### config.mk
export PLATFORM = sky130hd
export DESIGN_NAME = afe_tot_lfsr_array
export DESIGN_NICKNAME = d
export VERILOG_FILES = /design/src/rtl/afe_tot_lfsr_array.sv
export SDC_FILE = /design/constraint.sdc
export NUM_CORES = 1
export LEC_CHECK = 0
export BUFFER_PORTS_ARGS = -buffer_cell sky130_fd_sc_hd__buf_2
export CAP_MARGIN = 0
export CORE_MARGIN = 10
export CORE_UTILIZATION = 40
export CTS_CLUSTER_SIZE = 8
export DETAILED_ROUTE_END_ITERATION = 16
export GPL_TIMING_DRIVEN = 0
export PLACE_DENSITY = 0.56
export SKIP_CTS_REPAIR_TIMING = 1
export SLEW_MARGIN = 20
export SYNTH_ARGS = -nofsm -noshare
export SYNTH_HDL_FRONTEND = slang
export SYNTH_SLANG_ARGS = --single-unit
export TNS_END_PERCENT = 1
### constraint.sdc
create_clock -name CLK -period 4.5 [get_ports CLK]
set_input_delay 0.45 -clock CLK [delete_from_list [all_inputs] [get_ports CLK]]
set_output_delay 0.45 -clock CLK [all_outputs]
set_load 0.1 [all_outputs]
### src/rtl/afe_tot_lfsr_array.sv
// Multi-channel AFE time-over-threshold measurement: per-channel LFSR counters run during an
// injection window, results are snapshotted and read out through a CLK-synchronous SPI slave.
module afe_tot_lfsr_array #(
   parameter int               N_CH  = 4,
   parameter int               CNT_W = 8,
   parameter logic [CNT_W-1:0] TAPS  = CNT_W'(8'h1D),
   parameter logic [CNT_W-1:0] SEED  = {CNT_W{1'b1}},
   parameter int               CFG_W = 8
) (
   input  logic             CLK,
   input  logic             RST_B,
   input  logic             INJ_IN,
   input  logic [N_CH-1:0]  COMP,
   input  logic             SCLK,
   input  logic             CS_B,
   input  logic             MOSI,
   output logic             MISO,
   output logic             INJ_OUT,
   output logic [N_CH-1:0]  HIT,
   output logic [CFG_W-1:0] GPIO,
   output logic             DATA_VALID
);

   localparam int L    = N_CH * (CNT_W + 1);
   localparam int BC_W = $clog2(L + 1);
   // Step count at which the next step is the final one before freezing.
   localparam logic [CNT_W-1:0] STEP_LAST = CNT_W'((32'd1 << CNT_W) - 32'd3);

   localparam logic [1:0] ST_IDLE  = 2'd0;
   localparam logic [1:0] ST_ARMED = 2'd1;
   localparam logic [1:0] ST_DONE  = 2'd2;

   function automatic logic [CNT_W-1:0] lfsr_next(input logic [CNT_W-1:0] v);
      return {v[CNT_W-2:0], ^(v & TAPS)};
   endfunction

   logic             inj_s1_r, inj_s2_r, inj_d_r;
   logic [N_CH-1:0]  comp_s1_r, comp_s2_r;
   logic             sclk_s1_r, sclk_s2_r, sclk_d_r;
   logic             cs_s1_r, cs_s2_r, cs_d_r;
   logic             mosi_s1_r, mosi_s2_r;

   logic             inj_rise_s, inj_fall_s, sclk_rise_s, cs_fall_s, cs_rise_s;
   logic [1:0]       state_r, state_nxt_s;
   logic             arm_entry_s, done_s;

   logic [CNT_W-1:0] cnt_r  [N_CH];
   logic [CNT_W-1:0] step_r [N_CH];
   logic [N_CH-1:0]  ovf_r;
   logic [N_CH-1:0]  hit_r;
   logic [L-1:0]     snap_s, shadow_r;

   logic [L-1:0]     sr_r, sr_nxt_s;
   logic [BC_W-1:0]  bitcnt_r, bc_nxt_s;
   logic [CFG_W-1:0] gpio_r;
   logic             dv_r, new_snap_r, miso_r;

   // Two-flop synchronisers plus one delay stage for edge detection; idle-high lines reset high.
   always_ff @(posedge CLK or negedge RST_B) begin
      if (!RST_B) begin
         inj_s1_r  <= 1'b1;
         inj_s2_r  <= 1'b1;
         inj_d_r   <= 1'b1;
         comp_s1_r <= '0;
         comp_s2_r <= '0;
         sclk_s1_r <= 1'b0;
         sclk_s2_r <= 1'b0;
         sclk_d_r  <= 1'b0;
         cs_s1_r   <= 1'b1;
         cs_s2_r   <= 1'b1;
         cs_d_r    <= 1'b1;
         mosi_s1_r <= 1'b0;
         mosi_s2_r <= 1'b0;
      end else begin
         inj_s1_r  <= INJ_IN;
         inj_s2_r  <= inj_s1_r;
         inj_d_r   <= inj_s2_r;
         comp_s1_r <= COMP;
         comp_s2_r <= comp_s1_r;
         sclk_s1_r <= SCLK;
         sclk_s2_r <= sclk_s1_r;
         sclk_d_r  <= sclk_s2_r;
         cs_s1_r   <= CS_B;
         cs_s2_r   <= cs_s1_r;
         cs_d_r    <= cs_s2_r;
         mosi_s1_r <= MOSI;
         mosi_s2_r <= mosi_s1_r;
      end
   end

   assign inj_rise_s  = inj_s2_r & ~inj_d_r;
   assign inj_fall_s  = ~inj_s2_r & inj_d_r;
   assign sclk_rise_s = sclk_s2_r & ~sclk_d_r;
   assign cs_fall_s   = ~cs_s2_r & cs_d_r;
   assign cs_rise_s   = cs_s2_r & ~cs_d_r;

   assign arm_entry_s = (state_r == ST_IDLE) && inj_rise_s;
   assign done_s      = (state_r == ST_DONE);

   // Measurement FSM next state.
   always_comb begin
      state_nxt_s = state_r;
      case (state_r)
         ST_IDLE: begin
            if (inj_rise_s) state_nxt_s = ST_ARMED;
            else            state_nxt_s = ST_IDLE;
         end
         ST_ARMED: begin
            if (inj_fall_s) state_nxt_s = ST_DONE;
            else            state_nxt_s = ST_ARMED;
         end
         ST_DONE: state_nxt_s = ST_IDLE;
         default: state_nxt_s = ST_IDLE;
      endcase
   end

   // Measurement FSM state register.
   always_ff @(posedge CLK or negedge RST_B) begin
      if (!RST_B) state_r <= ST_IDLE;
      else        state_r <= state_nxt_s;
   end

   // Per-channel LFSR counters; the shadow step count freezes a channel before it can wrap to SEED.
   always_ff @(posedge CLK or negedge RST_B) begin
      if (!RST_B) begin
         for (int i = 0; i < N_CH; i++) begin
            cnt_r[i]  <= SEED;
            step_r[i] <= '0;
         end
         ovf_r <= '0;
         hit_r <= '0;
      end else begin
         for (int i = 0; i < N_CH; i++) begin
            if (arm_entry_s) begin
               cnt_r[i]  <= SEED;
               step_r[i] <= '0;
               ovf_r[i]  <= 1'b0;
               hit_r[i]  <= 1'b0;
            end else if ((state_r == ST_ARMED) && comp_s2_r[i]) begin
               hit_r[i] <= 1'b1;
               if (!ovf_r[i]) begin
                  cnt_r[i]  <= lfsr_next(cnt_r[i]);
                  step_r[i] <= step_r[i] + CNT_W'(1'b1);
                  if (step_r[i] == STEP_LAST) ovf_r[i] <= 1'b1;
               end
            end
         end
      end
   end

   // Snapshot word: OVF flags on top, then channel counters from highest to lowest.
   always_comb begin
      snap_s = '0;
      for (int i = 0; i < N_CH; i++) begin
         snap_s[i*CNT_W +: CNT_W] = cnt_r[i];
      end
      snap_s[N_CH*CNT_W +: N_CH] = ovf_r;
   end

   // Shadow register captures the snapshot in DONE.
   always_ff @(posedge CLK or negedge RST_B) begin
      if (!RST_B)      shadow_r <= '0;
      else if (done_s) shadow_r <= snap_s;
      else             shadow_r <= shadow_r;
   end

   // SPI shift register and bit counter next values.
   always_comb begin
      sr_nxt_s = sr_r;
      bc_nxt_s = bitcnt_r;
      if (cs_fall_s) begin
         sr_nxt_s = shadow_r;
         bc_nxt_s = '0;
      end else if (sclk_rise_s && !cs_s2_r) begin
         sr_nxt_s = {sr_r[L-2:0], mosi_s2_r};
         if (bitcnt_r != BC_W'(L)) bc_nxt_s = bitcnt_r + BC_W'(1'b1);
         else                      bc_nxt_s = bitcnt_r;
      end else begin
         sr_nxt_s = sr_r;
         bc_nxt_s = bitcnt_r;
      end
   end

   // SPI state, GPIO and DATA_VALID; a snapshot taken during an open frame stays unread.
   always_ff @(posedge CLK or negedge RST_B) begin
      if (!RST_B) begin
         sr_r       <= '0;
         bitcnt_r   <= '0;
         gpio_r     <= '0;
         dv_r       <= 1'b0;
         new_snap_r <= 1'b0;
         miso_r     <= 1'b0;
      end else begin
         sr_r     <= sr_nxt_s;
         bitcnt_r <= bc_nxt_s;
         miso_r   <= ~cs_s1_r & sr_nxt_s[L-1];
         if (cs_rise_s) gpio_r <= sr_r[CFG_W-1:0];
         if (done_s) begin
            dv_r       <= 1'b1;
            new_snap_r <= 1'b1;
         end else begin
            if (cs_rise_s && (bitcnt_r == BC_W'(L)) && !new_snap_r) dv_r <= 1'b0;
            if (cs_fall_s) new_snap_r <= 1'b0;
         end
      end
   end

   assign INJ_OUT    = INJ_IN;
   assign HIT        = hit_r;
   assign GPIO       = gpio_r;
   assign DATA_VALID = dv_r;
   assign MISO       = miso_r;

endmodule

==> results of run 1 <==
[layout make-up]
type                            count  area share, %
Buffer                             31          1.949
Clock buffer                       18          5.104
Clock inverter                     14          2.128
Inverter                           42          1.875
Multi-Input combinational cell    323          28.93
Sequential cell                   182          54.73
Tap cell                          229          3.408
Timing Repair Buffer               25          1.875
[worst min path at each step]
stage | start | to | cells after the start
2_1_floorplan | RST_B | DATA_VALID$_DFFE_PN0P_ | 0
3_3_place_gp | comp_s1_r[2]$_DFF_PN0_ | comp_s2_r[2]$_DFF_PN0_ | 0
3_5_place_dp | comp_s1_r[2]$_DFF_PN0_ | comp_s2_r[2]$_DFF_PN0_ | 0
4_1_cts | RST_B | shadow_r[29]$_DFFE_PN0P_ | 1
5_1_grt | RST_B | DATA_VALID$_DFFE_PN0P_ | 1
6_report | RST_B | sr_r[29]$_DFFE_PN0P_ | 1
[power groups by stage]
| stage | registers (uW) | logic, uW | clock network, uW |
|---|---|---|---|
| 3_5_place_dp | 2470 | 1080 | 0 |
| 3_3_place_gp | 2450 | 1040 | 0 |
| 4_1_cts | 2440 | 1080 | 1570 |
| 6_report | 2440 | 1060 | 1530 |
| 2_1_floorplan | 2680 | 572 | 0 |
| 5_1_grt | 2510 | 1180 | 1640 |
[worst max-delay path, cell delays in order (launching register included)]
cell,delay [ps]
dfstp_2,550
nand2b_1,100
nor3_2,510
clkbuf_1,410
nor2_1,110
[flip-flops by register name, indices dropped and copies added, names as in the netlist, 2 cells and up]
signal / count
comp_s2_r: 4
sr_r: 36
cnt_r: 32
shadow_r: 36
HIT: 4
state_r: 2
comp_s1_r: 4
step_r: 32
bitcnt_r: 6
ovf_r: 4
GPIO: 8
[cell families after synthesis]
group	share of synthesized area [%]
XOR/XNOR	2.619
flip-flops	62.56
AND/OR/NAND/NOR	10.78
adder cells (fa/ha/maj)	1.701
AO/OA/AOI/OAI	11.09
multiplexers	6.872
buffers and inverters	4.372
[synthesized netlist by cell type (all sizes together) (2+ instances only)]
cell,instances,area (um^2)
nand3,36,190.2
nor2,21,78.83
o22ai,3,18.77
and4,7,61.31
xor2,16,140.1
a222oi,35,350.3
a22o,4,35.03
ha,10,125.1
o21ai,24,120.1
nand3b,4,30.03
nand4,12,75.07
xnor2,6,52.55
mux2,44,495.5
clkbuf,13,48.80
a31oi,2,12.51
o22a,21,183.9
nand2b,5,31.28
nor2b,4,25.02
or3,6,37.54
nor3,3,20.02
and4bb,3,45.04
buf,18,115.1
a21oi,7,35.03
nand2,29,108.9
and2,2,12.51
dfstp,38,998.5
o211ai,2,15.01
o21a,2,15.01
inv,42,157.7
nor3b,2,20.02
o31ai,3,22.52
dfrtp,144,3603
and3,4,25.02
[per-stage QoR]
step / cell area [um^2] / total power [uW] / instances / utilization, % / worst slack (ps)
5_1_grt: 8408 / 5329 / 864 / 46.65 / 2514
6_report: 8408 / 5032 / 864 / 46.65 / 2686
3_5_place_dp: 7800 / 3551 / 832 / 43.27 / 2665
2_1_floorplan: 7356 / 3255 / 578 / - / 2979
4_1_cts: 8408 / 5099 / 864 / 46.65 / 2644
3_3_place_gp: 7762 / 3490 / 831 / 43.07 / 228.3
[cell usage in the layout (no fill, tap or decap), types with 6 or more instances in the layout]
cell type    n
or3_1        6
inv_1       42
a222oi_1    35
nand2_1     29
xnor2_1      6
dfstp_2     38
nand4_1     12
xor2_1      16
o22a_1      21
nor2_1      21
buf_2       34
clkbuf_16   17
ha_1        10
clkbuf_1    14
nand3_1     34
dfrtp_1    144
o21ai_0     24
and4_1       7
a21oi_1      7
mux2_2      44
[metal layers]
| layer | up-vias | part of all wire (%) | global-route usage [%] |
|---|---|---|---|
| met5 | - | 0 | 0 |
| met3 | 18 | 3.5 | 3.143 |
| met1 | 2333 | 48 | 15.56 |
| met2 | 80 | 46 | 19.13 |
| li1 | 2199 | - | - |
| met4 | 0 | 2.0 | 4.857 |
==> results.txt, run 1 <==
Outcome = finished clean
Min Tclk post-route = 1814 ps
Critical R2R Launch = inj_s2_r$_DFF_PN1_
Gr usage total = 12.11%
Synth Net Count = 598
Post-synth EDFFs = 0
Pre-Repair DR Iteration Count = 6
Comb pwr share = 21.2%
DRC = 0
Mapped Cells = 578
TritonCTS clock tree = yes
CORE AREA = 18020 um^2
P per Cell Area = 598.5 nW/um^2
Switching power = 1610 uW
Clock Sinks = 182
# IOs = 25
Critical Path Fanout Max = 10
RSZ-0062 raised after global routing = false
Combined area of the multi-input logic cells = 2432 um^2
Hold Crit Class = input port to asynchronous set/reset pin
DIE WIDTH = 155.6 um
Switching share of total power = 32.00%
Via Count = 4630
Worst slew pin tran = 655.8 ps
P_leak = 0.003720 uW
Starting density of the core = 40.81%
CTS Buffer Depth = 2
CP arrival = 2110 ps
Post-synth top flop = dfrtp_1
Post-Route Setup TNS = 0 ps
Syn_area_per_cell = 12.73 um^2
Slew Viols, Final = 0
Reg clk slew, reported paths = 70 ps
Antenna-violating nets left = 0
CP Capture Type = flop
Worst vdd ir = 473.3 uV
Synth cell types = 45
Initial antenna violation count = 0
P_int = 3422 uW
Die Ht = 155.6 um
Number of warnings issued by yosys = 0
FP Rows = 49
Asr flop ratio synth = 100.0%
Global-route wire length before repair = 23.84 mm
Dpl hpwl = 9.454 mm
Root buf cell = clkbuf_16
Register share of total power = 48.5%
Layout cell share with drive strength beyond 1 = 25.67%
Relative max-transition margin = 56.28%
Final setup vio count = 0
Critical Path RT = 4800 ps
Worst setup SP type = flop
Crit path from = inj_s2_r$_DFF_PN1_
Mapped Area = 7356 um^2
H-tree depth = 4
Avg WL per Cell = 16.03 um
Largest net degree at the start of global routing = 96
Worst Reg2Reg Path Length in Cells = 4
Seq cells post-synth = 182
FF/Latch Area = 4602 um^2
Diodes inserted = 0
Max Cap Violations = 0
Routability Congestion = 0.8093
Worst r2r dst = ovf_r[1]$_DFFE_PN0P_
Max frequency = 551.4 MHz
P&R area growth vs syn = 14.31%
Seq/Total Area, Yosys = 62.56%
Worst-skew pair later-pin latency = 430 ps
Setup crit end = ovf_r[1]$_DFFE_PN0P_
Vias per inst = 5.359
DRT iter0 DRCs = 382
Vias in the first global route = 4747
CTS Buf Count = 17
Fin. Hold Viols = 0
Clock Power Share = 30.3%
CP Class = flop to flop
Hold_ws = 18.08 ps
Die area = 24210 um^2
Fillers = 1606
Final WL = 13.85 mm
Layout net count = 642
IO Port Bufs = 24
GRT overflow = 0
R2R setup slack = 2690 ps
Max Clock Skew = 12.11 ps
Final Cycle Share = 40.30%
No activity file was read; power rests on OpenSTA's default activity.
==> run 2: changes to the inputs <==
--- a/config.mk
+++ b/config.mk
@@ -5,6 +5,7 @@
 export SDC_FILE = /design/constraint.sdc
 export NUM_CORES = 1
 export LEC_CHECK = 0
+export ABC_AREA = 1
 export BUFFER_PORTS_ARGS = -buffer_cell sky130_fd_sc_hd__buf_2
 export CAP_MARGIN = 0
 export CORE_MARGIN = 10
==> constraint.sdc (replaced) <==
create_clock -name CLK -period 1.8 [get_ports CLK]
set_input_delay 0.18 -clock CLK [delete_from_list [all_inputs] [get_ports CLK]]
set_output_delay 0.18 -clock CLK [all_outputs]
set_load 0.1 [all_outputs]
==> run 2 against run 1 <==
- register-to-register slack got worse by 2500 ps
- first-iteration DRC count increased by 10%
- synthesized cell count up 59%
- total power rose to 2.6 times the previous value
- setup slack lost 2500 ps
- combinational power grew to 3.2 times the previous value
- global-route usage rose by 1.6 points
- synthesized area rose by 9.1%
- wire length increased by 21%
- critical path depth grew 4
- clock skew down 1.3 ps
- via count is 30% higher
- highest routed layer unchanged
==> results.txt, run 2 <==
Initial antenna violation count = 0 (unchanged)
Post-synth top flop = dfrtp_1
Die area = 26120 um^2 (+7.9%)
Commonest cells post-synth = 280 x nand2_1, 144 x dfrtp_1, 89 x inv_1
Final Cycle Share = 90.50% (+50 points)
Crit path from = cs_d_r$_DFF_PN1_
Reg clk slew, reported paths = 70 ps (about the same)
Commonest non-fill, non-tap cell in the layout = nand2_1
CTS Buf Count = 17 (unchanged)
Combined area of the multi-input logic cells = 2873 um^2 (+18%)
Layout net count = 991 (+54%)
Switching power = 4761 uW (+200%)
Critical R2R Launch = cs_d_r$_DFF_PN1_
DRC = 0 (unchanged)
Max frequency = 613.9 MHz (+11%)
Comb pwr share = 25.3% (+4.1 points)
Final WL = 16.82 mm (+21%)
Worst-skew pair later-pin latency = 430 ps (about the same)
Antenna-violating nets left = 0 (unchanged)
Design Area, Final = 9198 um^2 (+9.4%)
Finished Layout Cells = 1249 (+45%)
Largest registers = shadow_r: 36 flops, sr_r: 36 flops
FF/Latch Area = 4602 um^2 (unchanged)
TritonCTS clock tree = yes
Seq cells post-synth = 182 (unchanged)
Synth Net Count = 938 (+57%)
Seq/Total Area, Yosys = 57.35% (-5.2 points)
Max Cap Violations = 0 (unchanged)
Most frequent cells in the layout = 280 x nand2_1, 144 x dfrtp_1, 89 x inv_1
Relative max-transition margin = 52.59% (-3.7 points)
Register share of total power = 46.5% (-2.0 points)
Dpl hpwl = 11.70 mm (+24%)
Asr flop ratio synth = 100.0% (unchanged)
Layout cell share with drive strength beyond 1 = 14.43% (-11 points)
Vias per inst = 4.809 (-10%)
Synth cell types = 33 (-27%)
Mapped Cells = 918 (+59%)
Die Ht = 161.6 um (+3.9%)
Critical Path Fanout Max = 10 (unchanged)
DRT iter0 DRCs = 422 (+10%)
Pre-Repair DR Iteration Count = 5 (-1)
P_int = 8403 uW (+150%)
Outcome = finished clean
Gr usage total = 13.74% (+1.6 points)
DP Cell Count = 1208 (+45%)
CP Class = flop to flop
Final Core Density = 46.95% (+0.30 points)
Root buf cell = clkbuf_16
Clock Power Share = 28.2% (-2.1 points)
H-tree depth = 4 (unchanged)
Worst r2r dst = sr_r[10]$_DFFE_PN0P_
Starting density of the core = 40.96% (+0.15 points)
CP arrival = 1950 ps (-160 ps)
Number of warnings issued by yosys = 0 (unchanged)
CP Capture Type = flop
Global-route wire length before repair = 29.74 mm (+25%)
Fin. Hold Viols = 0 (unchanged)
Final setup vio count = 0 (unchanged)
Hold Crit Class = input port to asynchronous set/reset pin
Post-synth EDFFs = 0 (unchanged)
Syn_area_per_cell = 8.741 um^2 (-31%)
Clock Sinks = 182 (unchanged)
Max Clock Skew = 10.78 ps (-1.328 ps)
Largest net degree at the start of global routing = 93 (-3.1%)
Fillers = 1912 (+19%)
RSZ-0062 raised after global routing = false
Worst slew pin tran = 711.1 ps (+55.28 ps)
P&R area growth vs syn = 14.63%
Mapped Area = 8024 um^2 (+9.1%)
Switching share of total power = 36.17% (+4.2 points)
Via Count = 6006 (+30%)
Min Tclk post-route = 1629 ps (-184.5 ps)
Top cells by area, synth = dfrtp_1 45%, nand2_1 13%, dfstp_2 12%
# IOs = 25 (unchanged)
P_leak = 0.004496 uW (+21%)
Slew Viols, Final = 0 (unchanged)
DIE WIDTH = 161.6 um (+3.9%)
P per Cell Area = 1431 nW/um^2 (+140%)
Worst setup SP type = flop
Post-synth top area share = 44.91% (-4.1 points)
Routability Congestion = 0.8028 (-0.80%)
GRT overflow = 0 (unchanged)
Critical Path RT = 2120 ps (-2680 ps)
CORE AREA = 19590 um^2 (+8.7%)
Placed Instance Area = 8513 um^2 (+9.1%)
Worst vdd ir = 731.5 uV (+55%)
R2R setup slack = 170 ps (-2520 ps)
Vias in the first global route = 5940 (+25%)
Setup crit end = sr_r[10]$_DFFE_PN0P_
Cell taking the most area after synthesis = dfrtp_1
CTS Buffer Depth = 2 (unchanged)
Worst Reg2Reg Path Length in Cells = 8 (+4)
FP Rows = 51 (+4.1%)
Most frequent cell after synthesis = nand2_1
Avg WL per Cell = 13.47 um (-16%)
IO Port Bufs = 24 (unchanged)
Diodes inserted = 0 (unchanged)
[run 2: cell types whose count changed after synthesis, moves of 11 or more]
cell,change
nand4_1,+13
nand2_1,+251
a21oi_1,+25
o21ai_0,+41
a222oi_1,-35
nand3_1,+41
o22a_1,-21
mux2_2,-42
xor2_1,-11
inv_1,+47
nor2_1,+45
[run 2: area by class of cell]
| type | instances | share of cell area [%] |
|---|---|---|
| buffer | 33 | 2.163 |
| clock buffer | 19 | 4.924 |
| clock inverter | 13 | 1.524 |
| inverter | 93 | 3.823 |
| multi-input combinational | 610 | 31.23 |
| sequential | 182 | 50.03 |
| tap | 265 | 3.605 |
| timing repair buffer | 34 | 2.694 |
[run 2: stage by stage]
step | setup TNS, ps | setup WS [ps] | hold slack, ps | total power (uW)
2_1_floorplan | 0 | 417.3 | -115.6 | 8630
3_3_place_gp | -407140 | -2487 | 288.4 | 9460
3_5_place_dp | 0 | 155.4 | 244.6 | 9545
4_1_cts | 0 | 139.0 | -223.1 | 13320
5_1_grt | 0 | 28.42 | 354.7 | 14090
6_report | 0 | 171.0 | 349.0 | 13160
[run 2: critical path, stage by stage (launching register included)]
cell	delay, ps
dfstp_2	560
inv_1	110
nor2_8	200
inv_2	130
nand2_4	150
inv_4	80
buf_6	150
nand2_1	70
nand3_1	60
[run 2: cell families after synthesis]
group / Yosys count / synth area share, %
and+or+nand+nor: 468 / 24.92
DFF: 182 / 57.35
buffers and inverters: 126 / 6.845
AOI/OAI and AO/OA: 121 / 8.062
adders and majority gates: 10 / 1.559
xor gates and xnor gates: 9 / 0.9823
muxes: 2 / 0.2807
[run 2: metal layers]
metal  global-route usage, %  vias to the layer above  routed length, um
met1                   18.74                     2835               8426
met3                   3.254                       13                639
met2                   20.96                       97               7542
met4                   4.715                        0                210
li1                        -                     3061                  -
met5                       0                        -                  0
[run 2: power by group through the flow]
| stage | Clock (uW) | Combinational (uW) | Sequential, uW |
|---|---|---|---|
| after floorplan | 0 | 1880 | 6750 |
| after global placement | 0 | 3300 | 6160 |
| after detailed placement | 0 | 3370 | 6180 |
| after CTS | 3820 | 3380 | 6120 |
| after global routing | 3990 | 3830 | 6270 |
| final | 3710 | 3340 | 6120 |
[run 2: how the worst min path moves through the flow]
stage / slack [ps] / start / end / cells past startpoint
4_1_cts: -220 / RST_B / sr_r[3]$_DFFE_PN0P_ / 1
2_1_floorplan: -120 / RST_B / DATA_VALID$_DFFE_PN0P_ / 0
6_report: 350 / RST_B / sr_r[3]$_DFFE_PN0P_ / 2
5_1_grt: 350 / comp_s1_r[3]$_DFF_PN0_ / comp_s2_r[3]$_DFF_PN0_ / 0
3_5_place_dp: 240 / RST_B / sr_r[3]$_DFFE_PN0P_ / 1
3_3_place_gp: 290 / COMP[1] / comp_s1_r[1]$_DFF_PN0_ / 1
